===== src/rtl/cb_pkg.sv =====
// Shared constants, field-layout helpers and loader state type for the cb_scan
// connection box. Defaults mirror the top-level parameter defaults.
package cb_pkg;

    typedef enum logic {
        LOAD   = 1'b0,
        COMMIT = 1'b1
    } ld_state_e;

    function automatic int single_sel_w(input int chn_width, input int clb_owidth);
        return $clog2(chn_width + 2 * clb_owidth + 1);
    endfunction

    function automatic int clb_sel_w(input int chn_width, input int clb_owidth);
        return $clog2(clb_owidth + 2 * chn_width + 1);
    endfunction

    function automatic int cfg_size_of(input int chn_width, input int clb_iwidth,
                                       input int s_w, input int c_w);
        return 2 * chn_width * (s_w + 1) + 2 * clb_iwidth * (c_w + 1);
    endfunction

    function automatic int nwords_of(input int cfg_size, input int cfg_word);
        return (cfg_size + cfg_word - 1) / cfg_word;
    endfunction

    // k indexes single0_out bits first, then single1_out bits
    function automatic int single_off(input int s_w, input int k);
        return k * (s_w + 1);
    endfunction

    // j indexes clb0_input bits first, then clb1_input bits
    function automatic int clb_off(input int chn_width, input int s_w, input int c_w, input int j);
        return 2 * chn_width * (s_w + 1) + j * (c_w + 1);
    endfunction

    localparam int S        = single_sel_w(16, 4);
    localparam int C        = clb_sel_w(16, 4);
    localparam int CFG_SIZE = cfg_size_of(16, 10, S, C);
    localparam int NWORDS   = nwords_of(CFG_SIZE, 8);

endpackage


===== src/rtl/MUXN.sv =====
// Generic N-input single-bit multiplexer; selects beyond the last input give 0.
module MUXN #(
    parameter int N    = 2,
    parameter int SELW = 1
) (
    input  logic [N-1:0]    in_vec,
    input  logic [SELW-1:0] sel,
    output logic            out
);

    assign out = (int'(sel) < N) ? in_vec[sel] : 1'b0;

endmodule


===== src/rtl/cb_cfg_loader.sv =====
// Word-serial configuration loader: shifts words into a shadow register and
// commits a complete image to the active configuration in one cycle.
module cb_cfg_loader
    import cb_pkg::*;
#(
    parameter int CFG_WORD = 8,
    parameter int CFG_SIZE = 332,
    parameter int NWORDS   = 42
) (
    input  logic                clk,
    input  logic                rst_n,
    input  logic                cfg_valid,
    input  logic [CFG_WORD-1:0] cfg_data,
    input  logic                cfg_clear,
    output logic                cfg_ready,
    output logic                cfg_done,
    output logic                cfg_loaded,
    output logic [CFG_SIZE-1:0] active_cfg
);

    localparam int CNTW = $clog2(NWORDS + 1);
    localparam int SHW  = NWORDS * CFG_WORD;

    ld_state_e         state_r, state_s;
    logic [CNTW-1:0]   cnt_r, cnt_s;
    logic [SHW-1:0]    shadow_r;
    logic              accept_s;
    logic              loaded_r;
    logic [CFG_SIZE-1:0] active_r;

    // Next-state, counter and handshake decode
    always_comb begin
        state_s   = state_r;
        cnt_s     = cnt_r;
        cfg_ready = 1'b0;
        accept_s  = 1'b0;
        case (state_r)
            LOAD: begin
                cfg_ready = ~cfg_clear;
                accept_s  = cfg_valid & ~cfg_clear;
                if (cfg_clear) begin
                    cnt_s = {CNTW{1'b0}};
                end else if (accept_s) begin
                    if (cnt_r == CNTW'(NWORDS - 1)) begin
                        state_s = COMMIT;
                    end else begin
                        cnt_s = cnt_r + CNTW'(1);
                    end
                end else begin
                    cnt_s = cnt_r;
                end
            end
            COMMIT: begin
                cnt_s   = {CNTW{1'b0}};
                state_s = LOAD;
            end
            default: begin
                cnt_s   = {CNTW{1'b0}};
                state_s = LOAD;
            end
        endcase
    end

    // Loader state, shadow shift register and active image
    always_ff @(posedge clk or negedge rst_n) begin
        if (!rst_n) begin
            state_r  <= LOAD;
            cnt_r    <= {CNTW{1'b0}};
            shadow_r <= {SHW{1'b0}};
            active_r <= {CFG_SIZE{1'b0}};
            loaded_r <= 1'b0;
        end else begin
            state_r <= state_s;
            cnt_r   <= cnt_s;
            if (accept_s) begin
                shadow_r <= {cfg_data, shadow_r[SHW-1:CFG_WORD]};
            end else begin
                shadow_r <= shadow_r;
            end
            if (state_r == COMMIT) begin
                active_r <= shadow_r[CFG_SIZE-1:0];
                loaded_r <= 1'b1;
            end else begin
                active_r <= active_r;
                loaded_r <= loaded_r;
            end
        end
    end

    // Pad bits of the last word carry no configuration
    if (SHW > CFG_SIZE) begin : g_pad
        logic pad_unused;
        assign pad_unused = ^shadow_r[SHW-1:CFG_SIZE];
    end

    assign cfg_done   = (state_r == COMMIT);
    assign cfg_loaded = loaded_r;
    assign active_cfg = active_r;

endmodule


===== src/rtl/cb_scan.sv =====
// Configurable connection box between two CLBs and two single-track channels;
// every output bit has its own select and optional output register.
module cb_scan
    import cb_pkg::*;
#(
    parameter int CLB_IWIDTH = 10,
    parameter int CLB_OWIDTH = 4,
    parameter int CHN_WIDTH  = 16,
    parameter int CFG_WORD   = 8
) (
    input  logic                  clk,
    input  logic                  rst_n,
    input  logic [CLB_OWIDTH-1:0] clb0_output,
    input  logic [CLB_OWIDTH-1:0] clb1_output,
    output logic [CLB_IWIDTH-1:0] clb0_input,
    output logic [CLB_IWIDTH-1:0] clb1_input,
    input  logic [CHN_WIDTH-1:0]  single0_in,
    input  logic [CHN_WIDTH-1:0]  single1_in,
    output logic [CHN_WIDTH-1:0]  single0_out,
    output logic [CHN_WIDTH-1:0]  single1_out,
    input  logic                  cfg_valid,
    input  logic [CFG_WORD-1:0]   cfg_data,
    output logic                  cfg_ready,
    input  logic                  cfg_clear,
    output logic                  cfg_done,
    output logic                  cfg_loaded
);

    localparam int SW    = single_sel_w(CHN_WIDTH, CLB_OWIDTH);
    localparam int CW    = clb_sel_w(CHN_WIDTH, CLB_OWIDTH);
    localparam int CSIZE = cfg_size_of(CHN_WIDTH, CLB_IWIDTH, SW, CW);
    localparam int NW    = nwords_of(CSIZE, CFG_WORD);
    localparam int NS    = CHN_WIDTH + 2 * CLB_OWIDTH + 1;
    localparam int NC    = CLB_OWIDTH + 2 * CHN_WIDTH + 1;

    logic [CSIZE-1:0] active_cfg;

    logic [NS-1:0] src_s0, src_s1;
    logic [NC-1:0] src_c0, src_c1;

    logic [CHN_WIDTH-1:0]  s0_mux, s1_mux, s0_q, s1_q, s0_en, s1_en;
    logic [CLB_IWIDTH-1:0] c0_mux, c1_mux, c0_q, c1_q, c0_en, c1_en;

    cb_cfg_loader #(
        .CFG_WORD (CFG_WORD),
        .CFG_SIZE (CSIZE),
        .NWORDS   (NW)
    ) u_loader (
        .clk        (clk),
        .rst_n      (rst_n),
        .cfg_valid  (cfg_valid),
        .cfg_data   (cfg_data),
        .cfg_clear  (cfg_clear),
        .cfg_ready  (cfg_ready),
        .cfg_done   (cfg_done),
        .cfg_loaded (cfg_loaded),
        .active_cfg (active_cfg)
    );

    // Index 0 of every source vector is the constant-zero input
    assign src_s0 = {single1_in, clb1_output, clb0_output, 1'b0};
    assign src_s1 = {single0_in, clb1_output, clb0_output, 1'b0};
    assign src_c0 = {clb1_output, single1_in, single0_in, 1'b0};
    assign src_c1 = {clb0_output, single1_in, single0_in, 1'b0};

    for (genvar i = 0; i < CHN_WIDTH; i++) begin : g_single
        MUXN #(.N(NS), .SELW(SW)) u_s0 (
            .in_vec (src_s0),
            .sel    (active_cfg[single_off(SW, i) +: SW]),
            .out    (s0_mux[i])
        );
        MUXN #(.N(NS), .SELW(SW)) u_s1 (
            .in_vec (src_s1),
            .sel    (active_cfg[single_off(SW, i + CHN_WIDTH) +: SW]),
            .out    (s1_mux[i])
        );
        assign s0_en[i] = active_cfg[single_off(SW, i) + SW];
        assign s1_en[i] = active_cfg[single_off(SW, i + CHN_WIDTH) + SW];
    end

    for (genvar j = 0; j < CLB_IWIDTH; j++) begin : g_clb
        MUXN #(.N(NC), .SELW(CW)) u_c0 (
            .in_vec (src_c0),
            .sel    (active_cfg[clb_off(CHN_WIDTH, SW, CW, j) +: CW]),
            .out    (c0_mux[j])
        );
        MUXN #(.N(NC), .SELW(CW)) u_c1 (
            .in_vec (src_c1),
            .sel    (active_cfg[clb_off(CHN_WIDTH, SW, CW, j + CLB_IWIDTH) +: CW]),
            .out    (c1_mux[j])
        );
        assign c0_en[j] = active_cfg[clb_off(CHN_WIDTH, SW, CW, j) + CW];
        assign c1_en[j] = active_cfg[clb_off(CHN_WIDTH, SW, CW, j + CLB_IWIDTH) + CW];
    end

    // Output registers capture every mux result each cycle
    always_ff @(posedge clk or negedge rst_n) begin
        if (!rst_n) begin
            s0_q <= {CHN_WIDTH{1'b0}};
            s1_q <= {CHN_WIDTH{1'b0}};
            c0_q <= {CLB_IWIDTH{1'b0}};
            c1_q <= {CLB_IWIDTH{1'b0}};
        end else begin
            s0_q <= s0_mux;
            s1_q <= s1_mux;
            c0_q <= c0_mux;
            c1_q <= c1_mux;
        end
    end

    assign single0_out = (s0_en & s0_q) | (~s0_en & s0_mux);
    assign single1_out = (s1_en & s1_q) | (~s1_en & s1_mux);
    assign clb0_input  = (c0_en & c0_q) | (~c0_en & c0_mux);
    assign clb1_input  = (c1_en & c1_q) | (~c1_en & c1_mux);

endmodule


===== config.mk =====
export PLATFORM = sky130hd
export DESIGN_NAME = cb_scan
export DESIGN_NICKNAME = d
export VERILOG_FILES = /design/src/rtl/cb_pkg.sv /design/src/rtl/MUXN.sv /design/src/rtl/cb_cfg_loader.sv /design/src/rtl/cb_scan.sv
export SDC_FILE = /design/constraint.sdc
export NUM_CORES = 2
export LEC_CHECK = 0
export CAP_MARGIN = 20
export CELL_PAD_IN_SITES_DETAIL_PLACEMENT = 1
export CELL_PAD_IN_SITES_GLOBAL_PLACEMENT = 1
export CORE_AREA = 2 2 287 289
export CTS_CLUSTER_DIAMETER = 120
export DETAILED_ROUTE_END_ITERATION = 7
export DIE_AREA = 0 0 289 291
export HOLD_SLACK_MARGIN = 0.05
export PLACE_DENSITY = 0.78
export SLEW_MARGIN = 20
export SYNTH_ARGS = -nofsm -noshare
export SYNTH_HDL_FRONTEND = slang
export SYNTH_SLANG_ARGS = --single-unit

===== constraint.sdc =====
create_clock -name clk -period 4.3 [get_ports clk]
set_clock_uncertainty 0.05 [all_clocks]
set_input_delay 1.075 -clock clk [delete_from_list [all_inputs] [get_ports clk]]
set_output_delay 1.075 -clock clk [all_outputs]
set_load 0.005 [all_outputs]

Yosys cells after proc, flatten, opt, wreduce, memory -nomap -nowiden
Cells that the tools add are included.
W data, S select, Z words.
{"block": "totals", "regBits": 728, "word_cells": 303, "output_inout_bits": 55}
{"block": "op_classes", "n_mux": 166, "n_eq_ne": 3, "bitwise_logic": 19, "add_sub_neg": 1, "n_lt_le_gt_ge": 104, "n_reduce_logical": 1}
{"cell": "$lt A5 B6 Y1 const B", "count": 32}
{"cell": "$bmux W1 S5", "count": 32}
{"cell": "$lt A5 B5 Y1 const B", "count": 32}
{"cell": "$lt A6 B7 Y1 const B", "count": 20}
{"cell": "$bmux W1 S6", "count": 20}
{"cell": "$lt A6 B6 Y1 const B", "count": 20}
{"cell": "$mux W1", "count": 109}
{"cell": "$and A16 B16 Y16", "count": 4}
{"cell": "$and A10 B10 Y10", "count": 4}
{"cell": "$not A16 Y16", "count": 2}
{"cell": "$or A16 B16 Y16", "count": 2}
{"cell": "$not A10 Y10", "count": 2}
{"cell": "$or A10 B10 Y10", "count": 2}
{"cell": "$mux W6", "count": 3}
{"cell": "$pmux W6 S2", "count": 1}
{"cell": "$add A6 B1 Y6 const B", "count": 1}
{"cell": "$eq A6 B6 Y1 const B", "count": 1}
{"cell": "$ne A3 B2 Y1 const B", "count": 1}
{"cell": "$ne A3 B3 Y1 const B", "count": 1}
{"cell": "$not A1 Y1", "count": 2}
{"cell": "$pmux W1 S2", "count": 1}
{"cell": "$reduce_and A2 Y1", "count": 1}
{"cell": "$and A1 B1 Y1", "count": 1}

Longest topological paths before layout
{"block": "logic_depth", "ltp_word": 5, "mapped_depth": 8, "ltp_nobuf": 6}

Cells and area by module
A second synthesis with hierarchy kept.
{"block": "unflattened", "hier_cells": 3099, "area_unflattened_um2": 43650.6}
{"module": "cb_cfg_loader", "area_per_inst_um2": 26280.2, "cells_per_inst": 1450, "instances": 1}
{"module": "MUXN (g_clb[0].u_c0 ...)", "area_per_inst_um2": 397.9, "cells_per_inst": 42, "instances": 20}
{"module": "MUXN (g_single[0].u_s0 ...)", "area_per_inst_um2": 229.0, "cells_per_inst": 22, "instances": 32}
{"module": "cb_scan", "area_per_inst_um2": 2085.8, "cells_per_inst": 105, "instances": 1}

Worst setup path after synthesis
No wires, ideal clock.
{"block": "synth_timing", "path_kind": "input port to output port", "startpoint": "in clb0_output[3]", "endpoint": "out single1_out[14]", "t_arrival_ns": 2.679, "path_buffers": 1, "cell_stages": 5, "slack_ns": 0.496, "path_cell_list": "clkbuf_1 > mux4_2 > mux4_2 > mux2_2 > mux2_2"}
{"block": "synth_between", "elab_chain_len": 5}
{"item": "start, declared", "line": "cb_scan.sv:13", "source": "input logic [CLB_OWIDTH-1:0] clb0_output,"}
{"item": "$bmux W1 S5", "line": "MUXN.sv:11", "source": "assign out = (int'(sel) < N) ? in_vec[sel] : 1'b0;"}
{"item": "$mux W1 (implied by the code)", "line": "MUXN.sv:11"}
{"item": "$mux W1", "line": "MUXN.sv:11"}
{"item": "via g_single[14].u_s1.out", "line": "MUXN.sv:8", "source": "output logic out"}
{"item": "$and A16 B16 Y16", "line": "cb_scan.sv:112", "source": "assign single1_out = (s1_en & s1_q) | (~s1_en & s1_mux);"}
{"item": "$or A16 B16 Y16", "line": "cb_scan.sv:112"}
{"item": "end, declared", "line": "cb_scan.sv:20", "source": "output logic [CHN_WIDTH-1:0] single1_out,"}
The timed path passes the listed nets, and every way through them passes these cells. The select of a mux whose other input is x is not followed.

Worst setup path after layout
{"block": "layout_timing", "startpoint": "in clb1_output[0]", "endpoint": "out clb0_input[3]"}
{"block": "layout_between", "elab_chain_len": 5}
{"item": "start, declared", "line": "cb_scan.sv:14", "source": "input logic [CLB_OWIDTH-1:0] clb1_output,"}
{"item": "$bmux W1 S6", "line": "MUXN.sv:11"}
{"item": "$mux W1 (implied by the code)", "line": "MUXN.sv:11"}
{"item": "$mux W1", "line": "MUXN.sv:11"}
{"item": "$and A10 B10 Y10", "line": "cb_scan.sv:113", "source": "assign clb0_input = (c0_en & c0_q) | (~c0_en & c0_mux);"}
{"item": "$or A10 B10 Y10", "line": "cb_scan.sv:113"}
{"item": "end, declared", "line": "cb_scan.sv:15", "source": "output logic [CLB_IWIDTH-1:0] clb0_input,"}
No other way between the ends. The select of a mux whose other input is x is not followed.

==> results.txt <==
top cells by count, synth: nand2_1, dfrtp_1, mux2_2, mux4_2, clkbuf_1
io pins: 107
CTS Buf Count: 82
EDFF count, synth: 0
filler instances: 8,134
Hold WS: 0.410 ns
layout cells sized above 1: 31.9%
largest family of logic cells by synthesized area: multiplexers
total gr overflow: 0
dominant cells by area after synthesis: dfrtp_1, mux4_2, nand2_1, mux2_2, mux2i_1
largest net degree at the start of global routing: 164
Root Buffer: clkbuf_16
Worst setup EP type: output pin
post-synthesis sequential area ratio: 44.4%
PnR Total Power: 17,000 uW
synthesized netlist cell count: 3,809
synthesized flop and latch total: 728
via count: 36,200
Yosys warnings: 0
Max VDD drop: 0.280 mV
Max FO, Critical Path: 16
CP Launch Type: input pin
Slew Viols, Final: 0
Area Overhead vs Synth: 21.8%
Post-Synth Adder-Cell Area: 0.0610%
mean post-synth cell area: 10.8 sq um
die width: 289 um
std cell rows: 105
Hold Path Class: in -> async
setup TNS: -1.51 ns
initial antenna violation count: 16
endpoints failing setup: 19
first-pass GRT wire length: 251,000 um
status: finished with violations
PwrDens: 341 mW/mm^2
fmax: 210 MHz
Initial Utilization: 50.6%
Cell variety after synth: 60
height of the die: 291 um
relative max-transition margin: 22.2%
most instantiated library cell after synthesis: nand2_1
Core Util, Final: 61.6%
# clock sinks: 728
CTS tree: built
CP arrival: 3.64 ns
simple-gate share of the synthesized area: 14.5%
post-DP HPWL: 86,300 um
failing checks: setup timing
Post-Syn Nets: 3,863
Skew-Pair Late Insertion Delay: 0.67 ns
ys flop type: dfrtp_1
vias in the first global route: 38,000
worst path required time: 3.17 ns
die footprint: 0.0841 sq mm
Compound-Gate Fraction of Synth Area: 5.46%
IO Port Bufs: 106
worst setup margin: -0.464 ns
post-synthesis mux area share: 30.7%
area fraction of the dominant cell type after synthesis: 44.4%
clock tree buffer depth: 3
fin nets: 4,016
post-DR wirelength/cell: 33.7 um
critical path class: in -> out
post-route insts no fill: 5,113
Post-Syn Area: 0.0411 sq mm
DR vias/cell: 7.07
DRC Markers: 0
post-synth top area cell: dfrtp_1
placer congestion estimate: 0.873
max_cap viols: 0
antenna viol nets, final: 0
placed insts: 4,834
Fin. Hold Viols: 0
H-tree levels: 3
DRT Pass-1 Iters: 7
Core Area: 0.0812 sq mm
period utilisation layout: 111%
XOR/XNOR Fraction of Synth Area: 0.107%
Async SR Flop Fraction: 100%
GRT Overall Usage: 39.9%
Reg clk slew, reported paths: 0.06 ns
DR iter-0 viols: 4,695
RSZ-0062 raised after global routing: yes
wirelength, routed: 172,000 um
minimum clock period: 4.76 ns
Worst-Margin Slew: 1.15 ns
LEAKAGE: 0.0226 uW
-- cells in the final DEF (no fill, tap or decap), types with 86 or more instances in the layout --
cell type	instances
inv_1	104
mux4_2	289
buf_4	184
o21ai_0	118
dfrtp_1	717
clkbuf_16	86
mux2i_1	163
mux2_2	310
nand2_1	1137
buf_12	114
-- power by group --
part	total (uW)	leakage (uW)	internal, uW	switching [uW]
registers	7390	0.0101	7090	295
logic	1920	0.0111	779	1140
clock network	7740	0.00141	4540	3190
-- metrics by stage --
step	setup WS (ns)	area [sq um]
floorplan	0.496	41100
global placement	-0.757	44800
detailed placement	-0.804	44800
CTS	-0.0452	49600
global route	-0.517	50000
finish	-0.464	50000
-- cell type report --
| cell class | instances | area, sq um | area share [%] |
|---|---|---|---|
| Antenna cell | 16 | 40.0 | 0.0801 |
| Clock buffer | 109 | 2330 | 4.65 |
| Clock inverter | 40 | 553 | 1.11 |
| Inverter | 104 | 390 | 0.781 |
| Multi-Input combinational cell | 2597 | 21400 | 42.8 |
| Sequential cell | 728 | 18200 | 36.5 |
| Tap cell | 1070 | 1340 | 2.68 |
| Timing Repair Buffer | 449 | 5740 | 11.5 |
-- state kept, by name (all words and copies together), names as in the netlist --
name                 count
u_loader.shadow_r      336
u_loader.cnt_r           6
u_loader.cfg_loaded      1
u_loader.cfg_done        1
s0_q                    16
c0_q                    10
u_loader.active_cfg    332
c1_q                    10
s1_q                    16
-- metal layers --
metal / vias to the layer above / GRT usage [%] / wire, um
met2: 2896 / 60.6 / 78300
met4: 22 / 29.9 / 15100
met1: 18400 / 48.5 / 59000
met5: - / 0 / 159
met3: 1095 / 11.1 / 19600
li1: 13700 / - / -
-- path summary, 6_finish.rpt --
| check | endpoint | from | cells after the start | slack (ns) |
|---|---|---|---|---|
| max in group asynchronous | u_loader.shadow_r[149] | rst_n | 2 | 2.52 |
| worst min-delay path | u_loader.active_cfg[292] | rst_n | 1 | 0.41 |
| min in group clk | u_loader.cfg_loaded | u_loader.cfg_loaded | 1 | 0.42 |
| worst max-delay path | clb0_input[3] | clb1_output[0] | 9 | -0.46 |
| worst max register to register | u_loader.active_cfg[196] | u_loader.cfg_done | 3 | 0.99 |
| worst min register to register | u_loader.cfg_loaded | u_loader.cfg_loaded | 1 | 0.42 |
-- kinds of logic (layout without fill, tap and decap cells) --
logic type	count (synthesis)	count (layout)
XOR/XNOR	5	5
flip-flops	728	728
multiplexers	825	825
other	0	16
AND/OR/NAND/NOR	1412	1412
adder cells (fa/ha/maj)	2	2
AO/OA/AOI/OAI	353	353
buffers and inverters	484	702
-- timing repair --
| action | in CTS | in global routing |
|---|---|---|
| resized for setup | 428 | 112 |
| gates cloned | 33 | 2 |
| buffers inserted | 69 | 20 |
| endpoints found under the setup margin | 52 | 40 |
| pin swaps | 34 | 19 |
| hold buffers | 0 | 0 |
-- worst max-delay path: stages --
cell and delay (ns):
buf_16 0.09, buf_4 0.35, buf_4 0.27, mux2i_1 0.12
o21ai_0 0.91, a31oi_1 0.23, a32oi_2 0.26, buf_4 0.18
buf_2 0.12
Power figures use the tool's default switching activity.
